$ cat config.mk
export PLATFORM = sky130hd
export DESIGN_NAME = axicb_mst_if
export DESIGN_NICKNAME = d
export VERILOG_FILES = /design/src/rtl/axicb_pkg.sv /design/src/rtl/axicb_ostd_cnt.sv /design/src/rtl/axicb_mst_if.sv
export SDC_FILE = /design/constraint.sdc
export NUM_CORES = 1
export LEC_CHECK = 0
export CORE_MARGIN = 10
export CORE_UTILIZATION = 48
export CTS_CLUSTER_SIZE = 16
export DETAILED_ROUTE_END_ITERATION = 10
export PLACE_DENSITY_LB_ADDON = 0.1
export SLEW_MARGIN = 30
export SYNTH_ARGS = -nofsm -noshare
export SYNTH_HDL_FRONTEND = slang
export SYNTH_HIERARCHICAL = 1
export SYNTH_SLANG_ARGS = --single-unit
$ cat constraint.sdc
create_clock -name aclk -period 3.5 [get_ports aclk]
set_input_delay 0.875 -clock aclk [delete_from_list [all_inputs] [get_ports aclk]]
set_output_delay 0.875 -clock aclk [all_outputs]
set_load 0.1 [all_outputs]
$ cat src/rtl/axicb_pkg.sv
// Shared crossbar definitions: ID field placement and the counter-width helper
// used by every outstanding-transaction tracker.
package axicb_pkg;

    localparam int ID_OFFSET = 0;

    // Bits needed to hold the values 0..n inclusive
    function automatic int cnt_width(input int n);
        return $clog2(n + 1);
    endfunction

endpackage

$ cat src/rtl/axicb_ostd_cnt.sv
// Outstanding-transaction tracker for one direction: occupancy counter,
// response watchdog with sticky timeout flag, and underflow detection.
module axicb_ostd_cnt
    import axicb_pkg::*;
#(
    parameter int MAX_OSTD = 4,
    parameter bit TO_EN    = 1'b1,
    parameter int TO_VAL   = 10000,
    localparam int CW      = cnt_width(MAX_OSTD),
    localparam int TW      = cnt_width(TO_VAL)
) (
    input  logic          aclk,
    input  logic          aresetn,
    input  logic          srst,
    input  logic          inc_i,
    input  logic          dec_i,
    output logic          full_o,
    output logic [CW-1:0] cnt_o,
    output logic [TW-1:0] wdog_o,
    output logic          timeout_o,
    output logic          underflow_o
);

    logic [CW-1:0] cnt_q, cnt_d;
    logic [TW-1:0] wdog_q, wdog_d;
    logic          to_q, to_d;

    assign full_o      = (cnt_q == CW'(MAX_OSTD));
    assign underflow_o = dec_i && (cnt_q == CW'(0));
    assign cnt_o       = cnt_q;
    assign wdog_o      = wdog_q;
    assign timeout_o   = to_q;

    // Occupancy next state; saturates at both ends instead of wrapping
    always_comb begin
        cnt_d = cnt_q;
        if (inc_i && !dec_i) begin
            if (cnt_q != CW'(MAX_OSTD)) begin
                cnt_d = cnt_q + CW'(1);
            end else begin
                cnt_d = cnt_q;
            end
        end else if (dec_i && !inc_i) begin
            if (cnt_q != CW'(0)) begin
                cnt_d = cnt_q - CW'(1);
            end else begin
                cnt_d = cnt_q;
            end
        end else begin
            cnt_d = cnt_q;
        end
    end

    // Watchdog next state; the flag rises together with the counter reaching the limit
    always_comb begin
        wdog_d = wdog_q;
        to_d   = to_q;
        if (TO_EN) begin
            if ((cnt_q == CW'(0)) || dec_i) begin
                wdog_d = TW'(0);
            end else if (wdog_q == TW'(TO_VAL)) begin
                wdog_d = wdog_q;
            end else begin
                wdog_d = wdog_q + TW'(1);
            end
            if (wdog_d == TW'(TO_VAL)) begin
                to_d = 1'b1;
            end else begin
                to_d = to_q;
            end
        end else begin
            wdog_d = TW'(0);
            to_d   = 1'b0;
        end
    end

    // State registers with async reset and synchronous clear
    always_ff @(posedge aclk or negedge aresetn) begin
        if (!aresetn) begin
            cnt_q  <= CW'(0);
            wdog_q <= TW'(0);
            to_q   <= 1'b0;
        end else if (srst) begin
            cnt_q  <= CW'(0);
            wdog_q <= TW'(0);
            to_q   <= 1'b0;
        end else begin
            cnt_q  <= cnt_d;
            wdog_q <= wdog_d;
            to_q   <= to_d;
        end
    end

endmodule

$ cat src/rtl/axicb_mst_if.sv
// Per-master crossbar front-end: ID tagging/stripping, outstanding-request
// limiting and missing-response watchdogs.
module axicb_mst_if
    import axicb_pkg::*;
#(
    parameter int                  AXI_ID_W        = 8,
    parameter logic [AXI_ID_W-1:0] MST_ID_MASK     = 8'h00,
    parameter int                  MST_OSTDREQ_NUM = 4,
    parameter bit                  TIMEOUT_ENABLE  = 1'b1,
    parameter int                  TIMEOUT_VALUE   = 10000,
    parameter int                  AWCH_W          = 8,
    parameter int                  WCH_W           = 8,
    parameter int                  BCH_W           = 8,
    parameter int                  ARCH_W          = 8,
    parameter int                  RCH_W           = 8
) (
    input  logic              aclk,
    input  logic              aresetn,
    input  logic              srst,
    // master side
    input  logic              i_awvalid,
    output logic              i_awready,
    input  logic [AWCH_W-1:0] i_awch,
    input  logic              i_wvalid,
    output logic              i_wready,
    input  logic              i_wlast,
    input  logic [WCH_W-1:0]  i_wch,
    output logic              i_bvalid,
    input  logic              i_bready,
    output logic [BCH_W-1:0]  i_bch,
    input  logic              i_arvalid,
    output logic              i_arready,
    input  logic [ARCH_W-1:0] i_arch,
    output logic              i_rvalid,
    input  logic              i_rready,
    output logic              i_rlast,
    output logic [RCH_W-1:0]  i_rch,
    // switch side
    output logic              o_awvalid,
    input  logic              o_awready,
    output logic [AWCH_W-1:0] o_awch,
    output logic              o_wvalid,
    input  logic              o_wready,
    output logic              o_wlast,
    output logic [WCH_W-1:0]  o_wch,
    input  logic              o_bvalid,
    output logic              o_bready,
    input  logic [BCH_W-1:0]  o_bch,
    output logic              o_arvalid,
    input  logic              o_arready,
    output logic [ARCH_W-1:0] o_arch,
    input  logic              o_rvalid,
    output logic              o_rready,
    input  logic              o_rlast,
    input  logic [RCH_W-1:0]  o_rch,
    // status
    output logic              wr_timeout,
    output logic              rd_timeout,
    output logic              proto_err
);

    localparam int CW = cnt_width(MST_OSTDREQ_NUM);
    localparam int TW = cnt_width(TIMEOUT_VALUE);

    // Masks widened to each bus so the ID field needs no slicing when the
    // payload is the ID alone
    localparam logic [AWCH_W-1:0] AW_MASK = AWCH_W'(MST_ID_MASK) << ID_OFFSET;
    localparam logic [ARCH_W-1:0] AR_MASK = ARCH_W'(MST_ID_MASK) << ID_OFFSET;
    localparam logic [BCH_W-1:0]  B_MASK  = BCH_W'(MST_ID_MASK) << ID_OFFSET;
    localparam logic [RCH_W-1:0]  R_MASK  = RCH_W'(MST_ID_MASK) << ID_OFFSET;

    logic          wr_full_s, rd_full_s;
    logic          wr_inc_s, wr_dec_s, rd_inc_s, rd_dec_s;
    logic          wr_unf_s, rd_unf_s;
    logic          proto_err_q;
    logic [CW-1:0] unused_wr_cnt_s, unused_rd_cnt_s;
    logic [TW-1:0] unused_wr_wdog_s, unused_rd_wdog_s;

    // Gating uses only the registered full flag, so no valid->ready path appears
    assign o_awvalid = i_awvalid & ~wr_full_s;
    assign i_awready = o_awready & ~wr_full_s;
    assign o_awch    = i_awch | AW_MASK;

    assign o_arvalid = i_arvalid & ~rd_full_s;
    assign i_arready = o_arready & ~rd_full_s;
    assign o_arch    = i_arch | AR_MASK;

    assign o_wvalid  = i_wvalid;
    assign i_wready  = o_wready;
    assign o_wlast   = i_wlast;
    assign o_wch     = i_wch;

    assign i_bvalid  = o_bvalid;
    assign o_bready  = i_bready;
    assign i_bch     = o_bch & ~B_MASK;

    assign i_rvalid  = o_rvalid;
    assign o_rready  = i_rready;
    assign i_rlast   = o_rlast;
    assign i_rch     = o_rch & ~R_MASK;

    assign wr_inc_s  = o_awvalid & o_awready;
    assign wr_dec_s  = o_bvalid & i_bready;
    assign rd_inc_s  = o_arvalid & o_arready;
    assign rd_dec_s  = o_rvalid & i_rready & o_rlast;

    axicb_ostd_cnt #(
        .MAX_OSTD (MST_OSTDREQ_NUM),
        .TO_EN    (TIMEOUT_ENABLE),
        .TO_VAL   (TIMEOUT_VALUE)
    ) u_wr_cnt (
        .aclk        (aclk),
        .aresetn     (aresetn),
        .srst        (srst),
        .inc_i       (wr_inc_s),
        .dec_i       (wr_dec_s),
        .full_o      (wr_full_s),
        .cnt_o       (unused_wr_cnt_s),
        .wdog_o      (unused_wr_wdog_s),
        .timeout_o   (wr_timeout),
        .underflow_o (wr_unf_s)
    );

    axicb_ostd_cnt #(
        .MAX_OSTD (MST_OSTDREQ_NUM),
        .TO_EN    (TIMEOUT_ENABLE),
        .TO_VAL   (TIMEOUT_VALUE)
    ) u_rd_cnt (
        .aclk        (aclk),
        .aresetn     (aresetn),
        .srst        (srst),
        .inc_i       (rd_inc_s),
        .dec_i       (rd_dec_s),
        .full_o      (rd_full_s),
        .cnt_o       (unused_rd_cnt_s),
        .wdog_o      (unused_rd_wdog_s),
        .timeout_o   (rd_timeout),
        .underflow_o (rd_unf_s)
    );

    // Sticky protocol-error flag collecting underflow from both directions
    always_ff @(posedge aclk or negedge aresetn) begin
        if (!aresetn) begin
            proto_err_q <= 1'b0;
        end else if (srst) begin
            proto_err_q <= 1'b0;
        end else begin
            proto_err_q <= proto_err_q | wr_unf_s | rd_unf_s;
        end
    end

    assign proto_err = proto_err_q;

endmodule

==> reports/qor.json <==
{
  "outcome": {"value": "finished, final reports clean"},
  "first_pass_iters": {"value": 4},
  "post_synth_inst_count": {"value": 333},
  "placement_rows": {"value": 28},
  "worst_vdd_ir": {"value": 0.342, "unit": "mV"},
  "max_freq": {"value": 0.372, "unit": "GHz"},
  "io-pin-count": {"value": 110},
  "max_cap_violations": {"value": 0},
  "m1WireLength": {"value": 2570, "unit": "um"},
  "cts-buffers-inserted": {"value": 5},
  "groute.usage.overall": {"value": 11.9, "unit": "%"},
  "vias_per_cell": {"value": 5.56},
  "dieHeight": {"value": 97.9, "unit": "um"},
  "timing.final.crit_share": {"value": 76.7, "unit": "%"},
  "antenna_found_initial": {"value": 0},
  "power.density_cell_area": {"value": 428, "unit": "nW/um2"},
  "routabilityCongestion": {"value": 0.782},
  "antennaDiodeCount": {"value": 0},
  "cts.repair_timing.setup_buffer_count": {"value": 0},
  "first_pass_grt_wire_length": {"value": 9900, "unit": "um"},
  "dr.max_layer_used": {"value": "met4"},
  "postCtsResizedCells": {"value": 0},
  "static-leakage-power": {"value": 0.00115, "unit": "uW"},
  "place.port_buffers": {"value": 23},
  "synth-edff-count": {"value": 0},
  "largest_net_degree_at_the_start_of_global_routing": {"value": 38},
  "timing_max_transition_violations_final": {"value": 0},
  "switchingPower": {"value": 434, "unit": "uW"},
  "route.met3.wl": {"value": 325, "unit": "um"},
  "design.final.nets": {"value": 359},
  "synth_flop_cell": {"value": "sky130_fd_sc_hd__dfrtp_1"},
  "layout_cell_share_with_drive_strength_beyond_1": {"value": 13.7, "unit": "%"},
  "synth.yosys.warnings": {"value": 6},
  "critical_path_buf_inv_count": {"value": 2},
  "synth_cell_types": {"value": 60},
  "clkSlewWorstSetupHoldPaths": {"value": 0.08, "unit": "ns"},
  "setup_viol_count_final": {"value": 0},
  "place.detailed.hpwl": {"value": 4140, "unit": "um"},
  "clock-skew-final": {"value": 0.00783, "unit": "ns"},
  "hold_viol": {"value": 0},
  "dr.first_iter.drc_count": {"value": 82},
  "crit_required": {"value": 3.68, "unit": "ns"},
  "synthDominantCellAreaShare": {"value": 31.8, "unit": "%"},
  "vias": {"value": 2079},
  "cts_htree_levels": {"value": 2},
  "critical_path.max_fanout": {"value": 9},
  "core_area": {"value": 5920, "unit": "um2"},
  "first_global_vias": {"value": 2142},
  "fp.dieW": {"value": 97.9, "unit": "um"},
  "setup_total_negative_slack": {"value": 0, "unit": "ns"},
  "final_antenna_net_count": {"value": 0},
  "crit_type": {"value": "in2reg"},
  "syn_area_per_cell": {"value": 8.75, "unit": "um2"},
  "final_routed_wirelength_across_all_metal_layers": {"value": 5670, "unit": "um"},
  "drc": {"value": 0},
  "worst-slew-pin-transition": {"value": 0.522, "unit": "ns"},
  "critPathSlowestCell": {"value": "sky130_fd_sc_hd__clkdlybuf4s50_1"},
  "ys_ff_latch": {"value": 37},
  "clk-insertion-delay-late": {"value": 0.30, "unit": "ns"},
  "holdCritPathClass": {"value": "reg2reg"},
  "global_route.overflow_total": {"value": 0},
  "initial_core_util": {"value": 49.2, "unit": "%"},
  "nFillCells": {"value": 578},
  "critical_path.top_delay_family": {"value": "simple AND/OR/NAND/NOR gates"},
  "post_drt_wl_per_cell": {"value": 15.2, "unit": "um"},
  "maxSlewHeadroom": {"value": 64.9, "unit": "%"},
  "synth.area.top_cells": {"value": "sky130_fd_sc_hd__dfrtp_1 (32%), sky130_fd_sc_hd__buf_4 (13%), sky130_fd_sc_hd__nor2_1 (4.2%), sky130_fd_sc_hd__xnor2_1 (3.9%), sky130_fd_sc_hd__xor2_1 (3.9%)"},
  "syn-num-nets": {"value": 394},
  "async_flop_share": {"value": 100, "unit": "%"},
  "internal_power": {"value": 815, "unit": "uW"},
  "tritoncts": {"value": "built"},
  "power_switching_share": {"value": 34.7, "unit": "%"},
  "clock_period_minus_final_worst_setup_slack": {"value": 2.68, "unit": "ns"},
  "dieArea": {"value": 9590, "unit": "um2"},
  "root_buffer": {"value": "sky130_fd_sc_hd__clkbuf_8"},
  "arrival": {"value": 2.86, "unit": "ns"},
  "p_clk_share": {"value": 31.6, "unit": "%"},
  "end_kind": {"value": "flop"},
  "grt_setup_unrepaired": {"value": "false"},
  "detailed_routed_wire_length_on_met2": {"value": 2710, "unit": "um"},
  "overall_power": {"value": 1250, "unit": "uW"},
  "power_frac_comb": {"value": 28.9, "unit": "%"},
  "worstSetupStartpointType": {"value": "primary input"},
  "post-synth-top-area-cell": {"value": "sky130_fd_sc_hd__dfrtp_1"},
  "worstPathCellList": {"value": "clkdlybuf4s50_1 -> and3_1 -> nand2b_1 -> inv_1 -> fa_1 -> o311ai_0 -> a21oi_1"},
  "number_of_buffers_between_clock_root_and_the_deepest_sink": {"value": 2},
  "syn2layout_area_growth": {"value": 0.129, "unit": "%"},
  "share_of_the_yosys_chip_area_belonging_to_registers": {"value": 31.8, "unit": "%"},
  "seq_power_share": {"value": 39.6, "unit": "%"},
  "numClockSinks": {"value": 37},
  "cts_hold_buffers": {"value": 0},
  "timing.critical_path.slowest_cell_delay": {"value": 0.47, "unit": "ns"},
  "synth.cell_area": {"value": 2920, "unit": "um2"}
}
[cells by family (layout without fill, tap and decap cells)]
family / after synthesis / after routing / synth area share, %
simple gates: 139 / 139 / 27.8
mux: 6 / 6 / 2.06
compound gates: 38 / 38 / 9.61
flops: 37 / 37 / 31.8
xor+xnor: 26 / 26 / 7.81
buf+inv: 81 / 47 / 17.9
fa+ha+maj: 6 / 6 / 3.09
[worst register-to-register path, delay by kind of cell (launching register included)]
family,cells,cell delay (ns)
buffers and inverters,1,0.06
adders and majority gates,1,0.40
DFF,1,0.42
and+or+nand+nor,5,0.73
AOI/OAI and AO/OA,2,0.49
[worst paths after layout]
check / end / cells after the start / slack, ns / startpoint
max: u_rd_cnt/cnt_o[2] / 7 / 0.82 / o_rvalid
min: u_wr_cnt/timeout_o / 2 / 0.52 / u_wr_cnt/timeout_o
max reg2reg: u_rd_cnt/cnt_o[2] / 9 / 1.27 / u_rd_cnt/cnt_o[1]
min reg2reg: u_wr_cnt/timeout_o / 2 / 0.52 / u_wr_cnt/timeout_o
max in group asynchronous: u_wr_cnt/cnt_o[0] / 1 / 2.63 / aresetn
min in group asynchronous: u_rd_cnt/wdog_o[4] / 1 / 0.53 / aresetn
[flip-flops by register name, indices dropped and copies added (netlist names)]
name                count
u_wr_cnt/cnt_o          3
u_wr_cnt/timeout_o      1
u_wr_cnt/wdog_o        14
u_rd_cnt/cnt_o          3
proto_err               1
u_rd_cnt/wdog_o        14
u_rd_cnt/timeout_o      1
[layout make-up]
| class | count | area [um2] | share of cell area, % |
|---|---|---|---|
| Clock buffer | 6 | 82.6 | 2.83 |
| Inverter | 15 | 56.3 | 1.93 |
| Sequential cell | 37 | 926 | 31.7 |
| Multi-Input combinational cell | 215 | 1470 | 50.3 |
| Clock inverter | 2 | 37.5 | 1.29 |
| Tap cell | 75 | 93.8 | 3.21 |
| Timing Repair Buffer | 24 | 255 | 8.74 |
[metal layers]
layer  vias to the layer above  track usage [%]
met5                         -                0
met4                         0             3.47
met3                        12             4.72
met2                        43             19.5
met1                       987             14.0
li1                       1037                -
[synth_stat cells (2+ instances only)]
cell type	number
sky130_fd_sc_hd__clkbuf_1	4
sky130_fd_sc_hd__o21ai_0	10
sky130_fd_sc_hd__o31ai_1	2
sky130_fd_sc_hd__buf_2	8
sky130_fd_sc_hd__nor2b_1	4
sky130_fd_sc_hd__nor2_1	33
sky130_fd_sc_hd__nor4_1	2
sky130_fd_sc_hd__xnor2_1	13
sky130_fd_sc_hd__nand2_1	16
sky130_fd_sc_hd__and4_1	3
sky130_fd_sc_hd__o22ai_1	3
sky130_fd_sc_hd__nand3b_1	3
sky130_fd_sc_hd__and2_1	5
sky130_fd_sc_hd__a21oi_1	8
sky130_fd_sc_hd__a211oi_1	2
sky130_fd_sc_hd__fa_1	2
sky130_fd_sc_hd__nor3b_1	4
sky130_fd_sc_hd__buf_6	2
sky130_fd_sc_hd__xor2_1	13
sky130_fd_sc_hd__mux2i_1	6
sky130_fd_sc_hd__nand4_1	15
sky130_fd_sc_hd__nand3_1	14
sky130_fd_sc_hd__nor3_1	8
sky130_fd_sc_hd__o2111ai_1	2
sky130_fd_sc_hd__nand2b_1	5
sky130_fd_sc_hd__ha_1	4
sky130_fd_sc_hd__and3_1	4
sky130_fd_sc_hd__and2_4	2
sky130_fd_sc_hd__buf_4	51
sky130_fd_sc_hd__or3_1	5
sky130_fd_sc_hd__dfrtp_1	37
sky130_fd_sc_hd__inv_1	15
[power by group through the flow]
stage                     logic, uW  clock network (uW)  registers [uW]
after global routing            401                 429             501
after floorplan                 493                   0             504
after CTS                       365                 413             495
final                           360                 394             494
after detailed placement        366                   0             502
after global placement          361                   0             503
[through the flow]
| stage | util, % | instance area, um2 | hold WS [ns] | setup WS [ns] | instances |
|---|---|---|---|---|---|
| floorplan | - | 2920 | 0.510 | 0.416 | 333 |
| global placement | 47.2 | 2800 | 0.491 | 0.597 | 366 |
| detailed placement | 47.2 | 2800 | 0.494 | 0.511 | 366 |
| CTS | 49.3 | 2920 | 0.523 | 0.836 | 374 |
| global route | 49.3 | 2920 | 0.558 | 0.707 | 374 |
| finish | 49.3 | 2920 | 0.518 | 0.815 | 374 |
[layout by cell type (no fill, tap or decap), types with 2 or more instances in the layout]
cell type,Yosys,routed
sky130_fd_sc_hd__a211oi_1,2,2
sky130_fd_sc_hd__a21oi_1,8,8
sky130_fd_sc_hd__and2_1,5,5
sky130_fd_sc_hd__and2_4,2,2
sky130_fd_sc_hd__and3_1,4,4
sky130_fd_sc_hd__and4_1,3,3
sky130_fd_sc_hd__buf_12,0,4
sky130_fd_sc_hd__buf_4,51,10
sky130_fd_sc_hd__clkbuf_8,0,6
sky130_fd_sc_hd__clkdlybuf4s50_1,0,10
sky130_fd_sc_hd__dfrtp_1,37,37
sky130_fd_sc_hd__fa_1,2,2
sky130_fd_sc_hd__ha_1,4,4
sky130_fd_sc_hd__inv_1,15,15
sky130_fd_sc_hd__mux2i_1,6,6
sky130_fd_sc_hd__nand2_1,16,16
sky130_fd_sc_hd__nand2b_1,5,5
sky130_fd_sc_hd__nand3_1,14,14
sky130_fd_sc_hd__nand3b_1,3,3
sky130_fd_sc_hd__nand4_1,15,15
sky130_fd_sc_hd__nor2_1,33,33
sky130_fd_sc_hd__nor2b_1,4,4
sky130_fd_sc_hd__nor3_1,8,8
sky130_fd_sc_hd__nor3b_1,4,4
sky130_fd_sc_hd__nor4_1,2,2
sky130_fd_sc_hd__o2111ai_1,2,2
sky130_fd_sc_hd__o21ai_0,10,10
sky130_fd_sc_hd__o22ai_1,3,3
sky130_fd_sc_hd__o31ai_1,2,2
sky130_fd_sc_hd__or3_1,5,5
sky130_fd_sc_hd__xnor2_1,13,13
sky130_fd_sc_hd__xor2_1,13,13
No activity file was read; power rests on OpenSTA's default activity.
